==> config.mk <==
export PLATFORM = sky130hd
export DESIGN_NAME = pid_capture
export DESIGN_NICKNAME = d
export VERILOG_FILES = /design/src/rtl/usb_pkg.sv /design/src/rtl/pid_capture.sv
export SDC_FILE = /design/constraint.sdc
export NUM_CORES = 1
export LEC_CHECK = 0
export CAP_MARGIN = 20
export CORE_UTILIZATION = 35
export CTS_BUF_LIST = sky130_fd_sc_hd__clkbuf_4 sky130_fd_sc_hd__clkbuf_8
export CTS_CLUSTER_DIAMETER = 50
export CTS_CLUSTER_SIZE = 30
export DETAILED_ROUTE_END_ITERATION = 6
export HOLD_SLACK_MARGIN = 0.1
export PLACE_DENSITY = 0.51
export RECOVER_POWER = 50
export SLEW_MARGIN = 20
export SYNTH_ARGS = -nofsm -noshare
export SYNTH_HDL_FRONTEND = slang
export SYNTH_SLANG_ARGS = --single-unit
==> constraint.sdc <==
create_clock -name clk -period 3.3 [get_ports clk]
set_input_delay 0.66 -clock clk [delete_from_list [all_inputs] [get_ports clk]]
set_output_delay 0.66 -clock clk [all_outputs]
set_load 0.02 [all_outputs]
==> src/rtl/usb_pkg.sv <==
// Shared USB receive-path definitions: PID codes, PID classes and packet length limits.
package usb_pkg;

  localparam logic [3:0] PID_OUT   = 4'h1;
  localparam logic [3:0] PID_IN    = 4'h9;
  localparam logic [3:0] PID_SOF   = 4'h5;
  localparam logic [3:0] PID_SETUP = 4'hD;
  localparam logic [3:0] PID_DATA0 = 4'h3;
  localparam logic [3:0] PID_DATA1 = 4'hB;
  localparam logic [3:0] PID_ACK   = 4'h2;
  localparam logic [3:0] PID_NAK   = 4'hA;
  localparam logic [3:0] PID_STALL = 4'hE;

  localparam int unsigned TOKEN_LEN     = 3;
  localparam int unsigned HS_LEN        = 1;
  localparam int unsigned DATA_OVERHEAD = 3;

  typedef enum logic [1:0] {
    TOKEN,
    DATA,
    HANDSHAKE,
    INVALID
  } pid_class_t;

  // A PID byte is only meaningful when its upper nibble is the complement of the lower one.
  function automatic pid_class_t pid_classify(input logic [7:0] b);
    pid_class_t c;
    c = INVALID;
    if (b[7:4] == ~b[3:0]) begin
      case (b[3:0])
        PID_OUT, PID_IN, PID_SOF, PID_SETUP: c = TOKEN;
        PID_DATA0, PID_DATA1:                c = DATA;
        PID_ACK, PID_NAK, PID_STALL:         c = HANDSHAKE;
        default:                             c = INVALID;
      endcase
    end
    return c;
  endfunction

endpackage

==> src/rtl/pid_capture.sv <==
// Captures and validates the PID of each received USB packet, checks its length
// against the PID class and pushes one PID byte into the PID FIFO per clean packet.
module pid_capture
  import usb_pkg::*;
#(
  parameter int unsigned MAX_PAYLOAD = 64,
  parameter int unsigned CNT_W       = 7
) (
  input  logic       clk,
  input  logic       n_rst,
  input  logic       packet_start,
  input  logic       byte_valid,
  input  logic [7:0] rx_byte,
  input  logic       eop,
  input  logic       rx_err,
  input  logic       fifo_full,
  output logic       fifo_w_enable,
  output logic [7:0] fifo_w_data,
  output logic       pid_err,
  output logic       len_err,
  output logic       overflow,
  output logic       busy
);

  typedef enum logic [2:0] {
    S_IDLE,
    S_GET_PID,
    S_BODY,
    S_COMMIT,
    S_DISCARD
  } state_t;

  localparam logic [CNT_W-1:0] TOK_N  = CNT_W'(TOKEN_LEN);
  localparam logic [CNT_W-1:0] HS_N   = CNT_W'(HS_LEN);
  localparam logic [CNT_W-1:0] DMIN_N = CNT_W'(DATA_OVERHEAD);
  localparam logic [CNT_W-1:0] DMAX_N = CNT_W'(MAX_PAYLOAD + DATA_OVERHEAD);

  function automatic logic len_ok(input pid_class_t c, input logic [CNT_W-1:0] n);
    logic ok;
    ok = 1'b0;
    case (c)
      TOKEN:     ok = (n == TOK_N);
      DATA:      ok = (n >= DMIN_N) && (n <= DMAX_N);
      HANDSHAKE: ok = (n == HS_N);
      default:   ok = 1'b0;
    endcase
    return ok;
  endfunction

  state_t           state_q, state_d;
  logic [CNT_W-1:0] cnt_q, cnt_d, cnt_inc;
  logic [7:0]       pid_q, pid_d;
  logic             fifo_w_enable_q, fifo_w_enable_d;
  logic [7:0]       fifo_w_data_q, fifo_w_data_d;
  logic             pid_err_q, pid_err_d;
  logic             len_err_q, len_err_d;
  logic             overflow_q, overflow_d;

  logic             eval;
  pid_class_t       ev_cls;
  logic [CNT_W-1:0] ev_cnt;
  logic [7:0]       ev_pid;

  always_comb begin
    state_d         = state_q;
    cnt_d           = cnt_q;
    pid_d           = pid_q;
    fifo_w_enable_d = 1'b0;
    fifo_w_data_d   = fifo_w_data_q;
    pid_err_d       = 1'b0;
    len_err_d       = 1'b0;
    overflow_d      = 1'b0;
    eval            = 1'b0;
    ev_cls          = INVALID;
    ev_cnt          = cnt_q;
    ev_pid          = pid_q;
    cnt_inc         = (cnt_q == '1) ? cnt_q : cnt_q + 1'b1;

    case (state_q)
      S_IDLE: begin
        if (packet_start) begin
          state_d = S_GET_PID;
          cnt_d   = '0;
        end
      end
      S_GET_PID: begin
        if (rx_err) begin
          state_d = S_DISCARD;
        end else if (byte_valid) begin
          pid_d = rx_byte;
          cnt_d = CNT_W'(1);
          if (pid_classify(rx_byte) == INVALID) begin
            pid_err_d = 1'b1;
            state_d   = eop ? S_IDLE : S_DISCARD;
          end else if (eop) begin
            eval   = 1'b1;
            ev_cls = pid_classify(rx_byte);
            ev_cnt = CNT_W'(1);
            ev_pid = rx_byte;
          end else begin
            state_d = S_BODY;
          end
        end else if (eop) begin
          state_d = S_IDLE;
        end
      end
      S_BODY: begin
        // A byte arriving with eop is counted before the length is judged.
        ev_cnt = byte_valid ? cnt_inc : cnt_q;
        cnt_d  = ev_cnt;
        ev_cls = pid_classify(pid_q);
        if (eop && !rx_err) begin
          eval = 1'b1;
        end else if (rx_err) begin
          state_d = S_DISCARD;
        end
      end
      S_COMMIT: state_d = S_IDLE;
      S_DISCARD: begin
        if (eop) state_d = S_IDLE;
      end
      default: state_d = S_IDLE;
    endcase

    // The FIFO decision is registered on entry to COMMIT so the write strobe is flop-driven.
    if (eval) begin
      if (!len_ok(ev_cls, ev_cnt)) begin
        len_err_d = 1'b1;
        state_d   = S_IDLE;
      end else begin
        state_d         = S_COMMIT;
        fifo_w_enable_d = !fifo_full;
        overflow_d      = fifo_full;
        if (!fifo_full) fifo_w_data_d = ev_pid;
      end
    end

    if (packet_start && state_q != S_IDLE) begin
      state_d         = S_GET_PID;
      cnt_d           = '0;
      fifo_w_enable_d = 1'b0;
      fifo_w_data_d   = fifo_w_data_q;
      pid_err_d       = 1'b0;
      overflow_d      = 1'b0;
      len_err_d       = (state_q == S_BODY);
    end
  end

  always_ff @(posedge clk or negedge n_rst) begin
    if (!n_rst) begin
      state_q         <= S_IDLE;
      cnt_q           <= '0;
      pid_q           <= '0;
      fifo_w_enable_q <= 1'b0;
      fifo_w_data_q   <= '0;
      pid_err_q       <= 1'b0;
      len_err_q       <= 1'b0;
      overflow_q      <= 1'b0;
    end else begin
      state_q         <= state_d;
      cnt_q           <= cnt_d;
      pid_q           <= pid_d;
      fifo_w_enable_q <= fifo_w_enable_d;
      fifo_w_data_q   <= fifo_w_data_d;
      pid_err_q       <= pid_err_d;
      len_err_q       <= len_err_d;
      overflow_q      <= overflow_d;
    end
  end

  assign fifo_w_enable = fifo_w_enable_q;
  assign fifo_w_data   = fifo_w_data_q;
  assign pid_err       = pid_err_q;
  assign len_err       = len_err_q;
  assign overflow      = overflow_q;
  assign busy          = (state_q != S_IDLE);

endmodule
==> results of run 1 <==
registers in the layout, indices dropped and copies added (netlist names):
name and cells:
cnt_q 7, fifo_w_data 8, fifo_w_enable 1, len_err 1
overflow 1, pid_err 1, pid_q 8, state_q 3
logic make-up (layout without fill, tap and decap cells):
logic type,count (synthesis),after routing,synth area share
simple gates,63,63,0.182
compound gates,58,58,0.195
flops,30,30,0.376
mux,20,20,0.115
buf+inv,20,83,0.0470
fa+ha+maj,8,8,0.0501
xor+xnor,8,8,0.0351
Yosys cell counts, drive strengths merged, types with 3 or more instances:
master,instances
mux2i,8
nand3,6
or2,3
o21ai,13
xor2,6
nor2,12
mux2,12
ha,8
clkbuf,6
a21oi,16
buf,4
a21o,3
nor3b,4
inv,10
nor3,5
a31oi,4
a22o,3
nand2,14
dfrtp,30
per-stage QoR:
| stage | utilization | TNS (ps) | cell area (µm²) | cells | hold WS [ps] |
|---|---|---|---|---|---|
| 2_1_floorplan | - | 0 | 2000 | 207 | 364 |
| 3_3_place_gp | 0.464 | -1510 | 2560 | 330 | 500 |
| 3_5_place_dp | 0.464 | -1650 | 2560 | 330 | 491 |
| 4_1_cts | 0.481 | 0 | 2650 | 338 | 524 |
| 5_1_grt | 0.498 | -232 | 2740 | 342 | 544 |
| 6_report | 0.498 | 0 | 2740 | 342 | 521 |
repair_timing:
| item | in CTS | in global routing |
|---|---|---|
| resized for setup | 0 | 11 |
| setup buffers | 0 | 4 |
| endpoints found under the setup margin | 0 | 7 |
layer usage:
layer / routed length (µm) / vias up / GRT usage
met4: 65 / 0 / 0.0566
met2: 2250 / 42 / 0.264
met3: 228 / 6 / 0.0365
met5: 0 / - / 0
met1: 2470 / 827 / 0.246
li1: - / 881 / -
final timing paths:
| check | start | to | slack [ps] | cells past startpoint |
|---|---|---|---|---|
| max | eop | fifo_w_data[7]$_DFFE_PN0P_ | 50 | 10 |
| min reg2reg | fifo_w_data[7]$_DFFE_PN0P_ | fifo_w_data[7]$_DFFE_PN0P_ | 520 | 1 |
| max in group asynchronous | n_rst | state_q[2]$_DFFE_PN0P_ | 950 | 2 |
| min in group asynchronous | n_rst | pid_q[1]$_DFFE_PN0P_ | 1360 | 2 |
| max reg2reg | state_q[0]$_DFFE_PN0P_ | fifo_w_data[7]$_DFFE_PN0P_ | 310 | 11 |
| min | fifo_w_data[7]$_DFFE_PN0P_ | fifo_w_data[7]$_DFFE_PN0P_ | 520 | 1 |
final cells by class:
class | count | share of cell area
Clock inverter | 2 | 0.00456
Sequential cell | 30 | 0.274
Tap cell | 72 | 0.0329
Timing Repair Buffer | 65 | 0.209
Inverter | 10 | 0.0137
Multi-Input combinational cell | 157 | 0.436
Clock buffer | 6 | 0.0301
power by group:
part	internal, mW	switching, mW
logic	0.234	0.214
clock network	0.167	0.146
registers	0.437	0.0896
total	0.838	0.449
==> results by group, run 1 <==
Outcome
  • Status: complete, but fails checks
  • Failing checks: max-capacitance violations, max-slew violations

GRT
  • First-pass GRT wire length: 8.26 mm
  • Antenna violations before repair: 0
  • Vias in the first global route: 1695
  • GRT Total Usage: 0.174
  • Total gr overflow: 0
  • Pin count of the biggest net entering global routing: 31

Detailed routing
  • DRC: 0
  • DRT Pass-1 Iters: 4
  • DRT antenna net count: 0
  • WL final: 5.02 mm
  • Number of DRC markers in iteration 0: 101
  • Vias per std cell: around 5.1
  • Routed vias: ~1800
  • WL/cell: around 15 µm

Critical path
  • CP Max Fanout: 8
  • CP endpoint kind: flop
  • CP cell instances: clkdlybuf4s50_1, inv_2, or4_4, or2_0, o22a_1, a22o_1, a221oi_4, nor3_4, buf_12, mux2_4
  • Critical path's top delay family: compound AO/OA/AOI/OAI gates
  • Worst Setup Start Kind: input port
  • Worst EP required: 3470 ps
  • Crit Path Class: in2reg
  • Worst path max stage delay: 530 ps
  • Critical Path AT: 3420 ps
  • Max stage delay cell, worst path: or4_4
  • WP buf/inv: 3

Die
  • Die H: slightly below 80 µm
  • Die W: 77.5 µm
  • Core Area: 5510 µm²
  • Die area: around 6000 µm²
  • Initial Util: 0.363
  • Number of core rows: 27
  • Top Ports: 28

Power
  • Power Density: 470 nW/µm²
  • LEAKAGE: 1.22 nW
  • VDD IR max: around 0.00024 V
  • Tot Pwr: between 1 and 1.5 mW

Yosys
  • Warnings, synthesis: 0
  • Post-synth ARST share: 1.00
  • Syn_nets: 230
  • Syn Area/Cell: slightly below 10 µm²
  • Seq/Total Area, Yosys: 0.376
  • Mapped cell area: 2000 µm²
  • Ys flop type: dfrtp_1
  • Main area contributors after synthesis: dfrtp_1 38%, ha_1 5.0%, mux2_2 4.5%, a21oi_1 4.0%, mux2i_1 4.0%
  • Post-Syn Instances: just over 200
  • Post-synth EDFFs: 0
  • Yosys top cell area share: 0.376
  • FF+latch count, synth: 30
  • Synth area leader: dfrtp_1
  • Post-synth cell types: between 50 and 60

STA
  • Clock skew: 8.34 ps
  • Finish-stage setup viols: 0
  • Final period utilization: 0.985
  • Final hold vios: 0
  • Max Freq: 308 MHz
  • Worst-margin pin slew: 1710 ps
  • Max Slew Vio Count: 31
  • Final WS setup: 49.4 ps
  • Slew HR: -0.143
  • Final worst path period need: 3250 ps

CTS
  • CTS tree: done
  • Root Driver: clkbuf_8
  • Clk Latency, worst-skew pair: 290 ps
  • # clock sinks: 30
  • Max Root-Sink Buffers: 2
  • Hold_buf cts: 0
  • H-tree depth: 2
  • Worst-path clk slew: 60 ps
  • Number of CTS-inserted buffers: 5

Finish
  • Final net count: 292
  • Fillers: 532
  • Most frequent cells in the layout: 34 x buf_4, 30 x dfrtp_1, 20 x clkdlybuf4s50_1
  • Most common cell after layout, fill and taps aside: buf_4
  • # diodes: 0
  • Flip-flop and latch area: between 700 and 800 µm²
  • Area delta synth->final: 37.3%
  • Area of the multi-input gates: 1190 µm²
  • Share of layout cells above drive strength 1: 0.278

Placement
  • Pre-CTS setup slack: -238 ps
  • GPL Wtd Cong: 0.904
  • DP Wirelength: 3.70 mm
  • PortBufs: 27

Run
  • Max-cap violations: 1

Worst hold path
  • HP Class: reg2reg
(Power assumes the default switching activity.)
==> run 2: changes to the inputs <==
--- a/config.mk
+++ b/config.mk
@@ -6,13 +6,12 @@
 export NUM_CORES = 1
 export LEC_CHECK = 0
 export CAP_MARGIN = 20
-export CORE_UTILIZATION = 35
-export CTS_BUF_LIST = sky130_fd_sc_hd__clkbuf_4 sky130_fd_sc_hd__clkbuf_8
+export CORE_UTILIZATION = 40
 export CTS_CLUSTER_DIAMETER = 50
 export CTS_CLUSTER_SIZE = 30
 export DETAILED_ROUTE_END_ITERATION = 6
-export HOLD_SLACK_MARGIN = 0.1
-export PLACE_DENSITY = 0.51
+export HOLD_SLACK_MARGIN = 0.08
+export PLACE_DENSITY = 0.58
 export RECOVER_POWER = 50
 export SLEW_MARGIN = 20
 export SYNTH_ARGS = -nofsm -noshare
==> results by group, run 2 (synthesis gave the netlist of run 1 again) <==
Detailed routing
  • DRT Pass-1 Iters: 4 (unchanged)
  • Vias per std cell: 5.38 (was 5.13)
  • Number of DRC markers in iteration 0: 136 (was 101)
  • Routed length on met3: 241 µm (was 228 µm)
  • DRT antenna net count: 0 (unchanged)
  • Routed vias: 1785 (was 1756)
  • M1 wire length: 2.30 mm (was 2.47 mm)
  • DR WL met2: 2.36 mm (was 2.25 mm)
  • DRC: 0 (unchanged)
  • WL final: 5.01 mm (was 5.02 mm)
  • WL/cell: 15.1 µm (was 14.7 µm)
  • Max layer used: met4 (unchanged)

CTS
  • Worst-path clk slew: 70 ps (was 60 ps)
  • Max Root-Sink Buffers: 2 (unchanged)
  • Clk Latency, worst-skew pair: 290 ps (about the same)
  • Number of CTS-inserted buffers: 5 (unchanged)
  • H-tree depth: 2 (unchanged)
  • # clock sinks: 30 (unchanged)
  • Hold_buf cts: 0 (unchanged)
  • Root Driver: clkbuf_8 (unchanged)
  • CTS tree: done (unchanged)

Finish
  • Most common cell after layout, fill and taps aside: buf_4 (unchanged)
  • Area delta synth->final: 35.2% (was 37.3%)
  • Final net count: 287 (was 292)
  • Fin util: 0.568 (was 0.498)
  • # diodes: 0 (unchanged)
  • Most frequent cells in the layout: 31 x buf_4, 30 x dfrtp_1, 21 x clkdlybuf4s50_1 (was 34 x buf_4, 30 x dfrtp_1, 20 x clkdlybuf4s50_1)
  • Share of layout cells above drive strength 1: 0.253 (was 0.278)

Critical path
  • Max stage delay cell, worst path: clkdlybuf4s50_1 (was or4_4)
  • Critical Path AT: 3430 ps (was 3420 ps)
  • Crit Path Class: in2reg (unchanged)
  • Worst Setup Start Kind: input port (unchanged)
  • CP Max Fanout: 7 (was 8)
  • Worst EP required: 3470 ps (about the same)
  • CP cell instances: clkdlybuf4s50_1, inv_1, ha_1, nor3_2, a21oi_1, a211oi_2, buf_4, o21bai_1, nor4b_4, a221oi_4, nor3_4, buf_12, mux2_4 (was clkdlybuf4s50_1, inv_2, or4_4, or2_0, o22a_1, a22o_1, a221oi_4, nor3_4, buf_12, mux2_4)
  • Worst path max stage delay: 530 ps (about the same)
  • CP endpoint kind: flop (unchanged)

Die
  • Top Ports: 28 (unchanged)
  • Die area: 5280 µm² (was 6010 µm²)
  • Initial Util: 0.420 (was 0.363)
  • Core Area: 4750 µm² (was 5510 µm²)
  • Die W: 72.7 µm (was 77.5 µm)
  • Number of core rows: 25 (was 27)
  • Die H: 72.7 µm (was 77.5 µm)

GRT
  • Pin count of the biggest net entering global routing: 31 (unchanged)
  • Vias in the first global route: 1672 (was 1695)
  • Total gr overflow: 0 (unchanged)
  • GRT Total Usage: 0.199 (was 0.174)
  • First-pass GRT wire length: 7.90 mm (was 8.26 mm)
  • Antenna violations before repair: 0 (unchanged)

Outcome
  • Status: complete, but fails checks (unchanged)
  • Failing checks: max-capacitance violations, max-slew violations (unchanged)

Placement
  • DP Wirelength: 3.60 mm (was 3.70 mm)
  • GPL Wtd Cong: 0.895 (was 0.904)
  • PortBufs: 27 (unchanged)

STA
  • Worst-margin pin slew: 1670 ps (was 1710 ps)
  • Max Freq: 307 MHz (was 308 MHz)
  • Final worst path period need: 3250 ps (about the same)
  • Final hold vios: 0 (unchanged)
  • Post-route setup TNS: 0 ps (unchanged)
  • Finish-stage setup viols: 0 (unchanged)
  • Slew HR: -0.115 (was -0.143)
  • Final period utilization: 0.986 (was 0.985)
  • Max Slew Vio Count: 31 (unchanged)
  • Clock skew: 9.12 ps (was 8.34 ps)

Worst hold path
  • HP Class: reg2reg (unchanged)

Run
  • Max-cap violations: 1 (unchanged)

Power
  • VDD IR max: 0.000263 V (was 0.000241 V)
  • LEAKAGE: 1.18 nW (was 1.22 nW)
  • Power Density: 496 nW/µm² (was 470 nW/µm²)
## run 2: cell types whose count changed in the layout (fill, tap and decap cells not counted), sizes merged
cell           change
dlymetal6s2s       -1
clkinvlp           +1
buf                -4
clkbuf             -2
clkdlybuf4s50      +1
bufinv             +1
clkinv             -1
## run 2: critical path, delay by kind of cell
kind | cells | cell delay [ps]
mux | 1 | 290
compound gates | 4 | 680
simple gates | 3 | 610
fa+ha+maj | 1 | 210
buf+inv | 4 | 980
## run 2: stage by stage
stage	cells	setup slack, ps	total power, mW	hold WS [ps]	cell area, µm²
final	332	47.2	1.34	523	2700
after global routing	332	-72.6	1.42	540	2700
after CTS	332	53.3	1.34	526	2670
after detailed placement	322	-299	0.959	493	2540
after global placement	322	-195	0.957	508	2540
after floorplan	207	342	0.833	364	2000
## run 2: where the power goes
group / leakage [nW] / internal (mW) / switching, mW / total, mW
sequential: 0.378 / 0.437 / 0.0939 / 0.530
clock: 0.0504 / 0.224 / 0.155 / 0.379
combinational: 0.756 / 0.223 / 0.206 / 0.429
total: 1.18 / 0.884 / 0.455 / 1.34
## run 2: area by class of cell
cell class	instances	area, µm²
fillers	456	2060
multi-input cells	157	1180
flip-flops and latches	30	751
repair buffers	60	529
well taps	67	83.8
clock buffers	5	68.8
clock inverters	3	45.0
inverters	10	37.5
## run 2: final timing paths
check	start	endpoint	slack, ps	depth (start not counted)
max	rx_byte[1]	fifo_w_data[0]$_DFFE_PN0P_	50	13
min	fifo_w_data[6]$_DFFE_PN0P_	fifo_w_data[6]$_DFFE_PN0P_	520	1
max reg2reg	state_q[2]$_DFFE_PN0P_	fifo_w_data[0]$_DFFE_PN0P_	300	9
min reg2reg	fifo_w_data[6]$_DFFE_PN0P_	fifo_w_data[6]$_DFFE_PN0P_	520	1
max in group asynchronous	n_rst	len_err$_DFF_PN0_	990	2
min in group asynchronous	n_rst	pid_q[4]$_DFFE_PN0P_	1330	2
## run 2: routing by layer
metal	GRT usage	up-vias
met2	0.305	62
li1	-	869
met3	0.0359	11
met1	0.274	843
met5	0	-
met4	0.0850	0
## run 2: what timing repair did
action | in CTS | in global routing
hold endpoints to repair | 0 | 0
resized for setup | 0 | 7
endpoints found under the setup margin | 5 | 6
setup buffers | 2 | 0
pin swaps | 1 | 1
